**config.mk**
```make
export PLATFORM = sky130hd
export DESIGN_NAME = regfile_sb
export DESIGN_NICKNAME = d
export VERILOG_FILES = /design/src/rtl/regfile_sb.sv
export SDC_FILE = /design/constraint.sdc
export NUM_CORES = 2
export LEC_CHECK = 0
export ABC_AREA = 1
export CAP_MARGIN = 40
export CELL_PAD_IN_SITES_DETAIL_PLACEMENT = 1
export CELL_PAD_IN_SITES_GLOBAL_PLACEMENT = 1
export CORE_AREA = 2 2 369 371
export DETAILED_ROUTE_END_ITERATION = 10
export DIE_AREA = 0 0 371 373
export GPL_ROUTABILITY_DRIVEN = 0
export PLACE_DENSITY_LB_ADDON = 0.15
export SYNTH_ARGS = -nofsm -noshare
export SYNTH_HDL_FRONTEND = slang
export SYNTH_SLANG_ARGS = --single-unit
```
**constraint.sdc**
```tcl
create_clock -name CLK -period 1.77 [get_ports CLK]
set_clock_uncertainty 0.05 [all_clocks]
set_input_delay 0.177 -clock CLK [delete_from_list [all_inputs] [get_ports CLK]]
set_output_delay 0.177 -clock CLK [all_outputs]
set_load 0.05 [all_outputs]
```
**src/rtl/regfile_sb.sv**
```systemverilog
// Register file with a per-register pending-write scoreboard.
// Ports: CLK/reset_n; 2 comb read ports (data+busy); writeback; issue; busy_any, err_ovf/err_unf.
module regfile_sb #(
   parameter int WIDTH    = 32,
   parameter int DEPTH    = 32,
   parameter int ADDR_W   = 5,
   parameter int CNT_W    = 2,
   parameter int ZERO_REG = 1
) (
   input  logic              CLK,
   input  logic              reset_n,
   input  logic [ADDR_W-1:0] rd_addr1,
   input  logic [ADDR_W-1:0] rd_addr2,
   output logic [WIDTH-1:0]  rd_data1,
   output logic [WIDTH-1:0]  rd_data2,
   output logic              rd_busy1,
   output logic              rd_busy2,
   input  logic              wr_en,
   input  logic [ADDR_W-1:0] wr_addr,
   input  logic [WIDTH-1:0]  wr_data,
   input  logic              iss_en,
   input  logic [ADDR_W-1:0] iss_addr,
   output logic              busy_any,
   output logic              err_ovf,
   output logic              err_unf
);

   localparam logic [CNT_W-1:0] CNT_MAX = '1;
   localparam logic [CNT_W-1:0] CNT_ONE = CNT_W'(1);

   logic [WIDTH-1:0] rf      [DEPTH];
   logic [CNT_W-1:0] cnt     [DEPTH];
   logic [CNT_W-1:0] cnt_nxt [DEPTH];

   logic [DEPTH-1:0] iss_hit;
   logic [DEPTH-1:0] wr_hit;
   logic [DEPTH-1:0] ovf_v;
   logic [DEPTH-1:0] unf_v;
   logic [DEPTH-1:0] nz;

   // Address decode; the hardwired zero register never matches.
   always_comb begin
      iss_hit = '0;
      wr_hit  = '0;
      for (int i = 0; i < DEPTH; i++) begin
         if (!((ZERO_REG != 0) && (i == 0))) begin
            iss_hit[i] = iss_en && (iss_addr == ADDR_W'(i));
            wr_hit[i]  = wr_en && (wr_addr == ADDR_W'(i));
         end
      end
   end

   // Counter next state; simultaneous issue and write cancel out.
   always_comb begin
      ovf_v = '0;
      unf_v = '0;
      for (int i = 0; i < DEPTH; i++) begin
         cnt_nxt[i] = cnt[i];
         unique case (1'b1)
            (iss_hit[i] && !wr_hit[i]): begin
               if (cnt[i] == CNT_MAX)
                  ovf_v[i] = 1'b1;
               else
                  cnt_nxt[i] = cnt[i] + CNT_ONE;
            end
            (wr_hit[i] && !iss_hit[i]): begin
               if (cnt[i] == '0)
                  unf_v[i] = 1'b1;
               else
                  cnt_nxt[i] = cnt[i] - CNT_ONE;
            end
            default: ;
         endcase
      end
   end

   always_ff @(posedge CLK or negedge reset_n) begin
      if (!reset_n) begin
         for (int i = 0; i < DEPTH; i++)
            rf[i] <= '0;
      end else begin
         for (int i = 0; i < DEPTH; i++)
            if (wr_hit[i])
               rf[i] <= wr_data;
      end
   end

   always_ff @(posedge CLK or negedge reset_n) begin
      if (!reset_n) begin
         for (int i = 0; i < DEPTH; i++)
            cnt[i] <= '0;
         err_ovf <= 1'b0;
         err_unf <= 1'b0;
      end else begin
         for (int i = 0; i < DEPTH; i++)
            cnt[i] <= cnt_nxt[i];
         err_ovf <= err_ovf | (|ovf_v);
         err_unf <= err_unf | (|unf_v);
      end
   end

   // Read ports.
   logic             live1;
   logic             live2;
   logic             byp1;
   logic             byp2;
   logic [CNT_W-1:0] c1;
   logic [CNT_W-1:0] c2;

   always_comb begin
      live1 = (ZERO_REG == 0) || (rd_addr1 != '0);
      live2 = (ZERO_REG == 0) || (rd_addr2 != '0);
      byp1  = live1 && wr_en && (wr_addr == rd_addr1);
      byp2  = live2 && wr_en && (wr_addr == rd_addr2);
      c1    = cnt[rd_addr1];
      c2    = cnt[rd_addr2];

      rd_data1 = '0;
      rd_data2 = '0;
      if (reset_n && live1)
         rd_data1 = byp1 ? wr_data : rf[rd_addr1];
      if (reset_n && live2)
         rd_data2 = byp2 ? wr_data : rf[rd_addr2];

      // A same-cycle write releases one pending count.
      rd_busy1 = reset_n && live1 && (c1 != '0) && !((c1 == CNT_ONE) && byp1);
      rd_busy2 = reset_n && live2 && (c2 != '0) && !((c2 == CNT_ONE) && byp2);
   end

   always_comb begin
      for (int i = 0; i < DEPTH; i++)
         nz[i] = (cnt[i] != '0);
      busy_any = reset_n && (|nz);
   end

endmodule

```
==> results.py <==
metrics = {
    "drt": {
        "wl_met2_um": 141500,
        "viasPerCell": 6.462,
        "drtIter0Drc": 9000,
        "drcViolationCount": 0,
        "wl_met3_um": 39110,
        "ant_nets": 0,
        "wl_met1_um": 119400,
        "wirelength_um": 326600,
        "wl_per_cell_um": 29.16,
        "dr.pass1.iters": 8,
        "via_count": 72370,
        "highest_layer": "met5",
    },
    "cells_and_area": {
        "nets": 9428,
        "fin_cells": 11200,
        "regArea_um2": 26440,
        "mostFrequentLayoutCells": "nand2_1 (2103), o21ai_0 (1229), dfrtp_1 (1048)",
        "utilization_pct": 60.26,
        "drive_gt1_share_pct": 25.22,
        "layout_commonest_cell": "nand2_1",
        "area_delta_synth_final_pct": 32.30,
        "fill_cells": 16300,
        "multiInputGateArea_um2": 32260,
    },
    "synthesis": {
        "synth.cell_area_um2": 61310,
        "postSynthCellCount": 8733,
        "ys_seq_elements": 1056,
        "avgSynthCellArea_um2": 7.021,
        "synth_area_leader_cell": "dfrtp_1",
        "synth_warnings": 0,
        "syn-num-nets": 8851,
        "yosysSeqAreaShare_pct": 43.10,
        "synth_top_area_share_pct": 43.10,
        "synth_area_leaders": "dfrtp_1 (43%), nand2_1 (14%), o21ai_0 (12%), a21oi_1 (5.9%), nand3_1 (5.4%)",
        "synth_cell_type_count": 31,
    },
    "clock_tree": {
        "clock_sinks": 1056,
        "cts_buffers": 120,
        "cts_tree": "built",
        "cts_max_level": 3,
        "cts.root.buffer_cell": "clkbuf_16",
        "cts_buffer_depth": 3,
        "insertion_delay_ns": 0.78,
        "cts.clk_slew.worst_paths_ns": 0.06,
    },
    "grt": {
        "grt_overflow_total": 0,
        "grt_max_degree": 130,
        "grtUsageTotal_pct": 44.35,
        "grt_first_pass_wirelength_um": 464000,
        "first_global_vias": 73740,
        "antenna_found_initial": 13,
    },
    "pwr": {
        "ir_drop_uv": 891.6,
        "seqPwrFrac_pct": 38.7,
        "power_density_nw_per_um2": 1063,
        "switchingPower_mw": 31.58,
        "p_sw_share_pct": 36.64,
        "power_mw": 86.19,
        "p_int_mw": 54.61,
        "leakagePower_nw": 37.03,
        "clockPowerShare_pct": 30.4,
        "comb_power_share_pct": 30.9,
    },
    "floorplan": {
        "die_w_um": 371,
        "start_util_pct": 45.54,
        "io-pin-count": 125,
        "core_um2": 134600,
        "fp.dieH_um": 373,
        "design.die.area_um2": 138400,
        "row_count": 135,
    },
    "outcome": {
        "violations": "setup timing",
        "status": "complete, but fails checks",
    },
    "worst_setup_path": {
        "reg2reg_slack_ns": -0.05,
        "crit_chain": "inv_2, a21oi_2, o21ai_1, nand2_1, nor2_2, nor2_1, nand2_1, nand3_4, nand2_4, clkinvlp_4, buf_12",
        "rr_startpoint": "cnt[59]",
        "cp_slowest_cell": "dfrtp_1",
        "critPathMaxFanout": 2,
        "r2r_cells": 8,
        "r2r-end": "cnt[59]",
        "critical_path_arrival_ns": 2.54,
        "crit_path_end_kind": "primary output",
        "cp_slowest_stage_delay_ns": 0.37,
        "cp.required_ns": 1.54,
        "cp_common_cell": "nand2_1",
        "critPathLaunchType": "flip-flop",
        "worstSetupPathType": "reg -> out",
    },
    "timing": {
        "tns_ns": -49.76,
        "slew_headroom_pct": 37.54,
        "fin_crit_sh_pct": 156.5,
        "hold_ws_ns": 0.04179,
        "setup_viol": 72,
        "setup_slack_ns": -0.9992,
        "rsz0062_at_grt": "true",
        "tightest_slew_ns": 0.9369,
        "drv_slew": 0,
        "hold_viol_final": 0,
        "fin_crit_ns": 2.769,
        "fmax_ghz": 0.3611,
    },
    "placement": {
        "dp.cells": 10830,
        "dp_hpwl_um": 199000,
        "io_buffers": 124,
    },
    "hold_path": {
        "holdCritPathClass": "in -> async",
    },
    "job": {
        "max_cap_viol_count": 0,
    },
}
-- area by class of cell --
cell class / count / area share, %
inverter: 771 / 3.949
multi-input combinational: 6171 / 39.77
antenna: 13 / 0.04010
clock inverter: 27 / 0.4365
tap: 1781 / 2.747
clock buffer: 190 / 4.484
timing repair buffer: 1190 / 15.98
sequential: 1056 / 32.59
-- sequential cells by signal, summed over array words and instances (netlist names) --
name / count
err_unf: 1
cnt: 62
err_ovf: 1
rf: 992
-- layer usage --
| layer | vias up | global-route usage [%] |
|---|---|---|
| met4 | 12 | 29.46 |
| met2 | 4893 | 67.15 |
| met1 | 35960 | 56.28 |
| li1 | 29860 | - |
| met5 | - | 0 |
| met3 | 1643 | 10.53 |
-- per-stage QoR --
step | cell area [µm²] | worst slack, ns
6_report | 81120 | -0.9992
3_5_place_dp | 72600 | -1.392
5_1_grt | 81090 | -1.052
4_1_cts | 79070 | -0.9038
3_3_place_gp | 72550 | -1.426
2_1_floorplan | 62470 | -0.1599
-- how the worst max path moves through the flow --
stage | end | startpoint
after detailed placement | err_ovf | wr_addr[3]
after floorplan | cnt[4] | wr_addr[0]
after global placement | err_ovf | wr_addr[3]
after CTS | rd_data2[27] | rf[571]
final | rd_data2[2] | rf[802]
after global routing | rd_data1[29] | rf[701]
-- power groups by stage --
stage	registers, mW	logic (mW)	clock network [mW]
floorplan	32.4	12.1	0
global placement	32.7	21.2	0
detailed placement	33.1	22.4	0
CTS	32.9	24.1	26.0
global route	33.8	28.5	27.0
finish	33.4	26.6	26.2
-- synthesized netlist by cell type (all sizes together) --
| master | count |
|---|---|
| a21oi | 727 |
| a31oi | 19 |
| buf | 330 |
| clkbuf | 405 |
| dfrtp | 1056 |
| ha | 62 |
| inv | 771 |
| nand2 | 2299 |
| nand3 | 667 |
| nand3b | 1 |
| nand4 | 33 |
| nor2 | 482 |
| nor3 | 7 |
| nor4 | 10 |
| o2111ai | 7 |
| o211ai | 277 |
| o21ai | 1507 |
| o22ai | 7 |
| o41ai | 1 |
| or2 | 35 |
| xnor2 | 4 |
| xor2 | 26 |
-- worst max-delay path: cells and delay by family, from the launching register on --
kind | cells | cell delay [ns]
AOI/OAI and AO/OA | 2 | 0.14
buffers and inverters | 3 | 0.53
DFF | 1 | 0.37
and+or+nand+nor | 6 | 0.72
-- cells by family after synthesis --
| family | Yosys count | synth area share (%) |
|---|---|---|
| xor gates and xnor gates | 30 | 0.4285 |
| buffers and inverters | 1506 | 9.830 |
| adders and majority gates | 62 | 1.265 |
| DFF | 1056 | 43.10 |
| and+or+nand+nor | 3534 | 23.37 |
| AOI/OAI and AO/OA | 2545 | 22.01 |
-- repair_timing --
action,4_1_cts,5_1_grt
hold endpoints to repair,807,30
resized for setup,754,557
hold buffers,1,6
buffers inserted,66,70
setup endpoints to repair,762,158
pin swaps,404,466
cloned,4,6
Note: power is estimated with default switching activity, not from simulation.
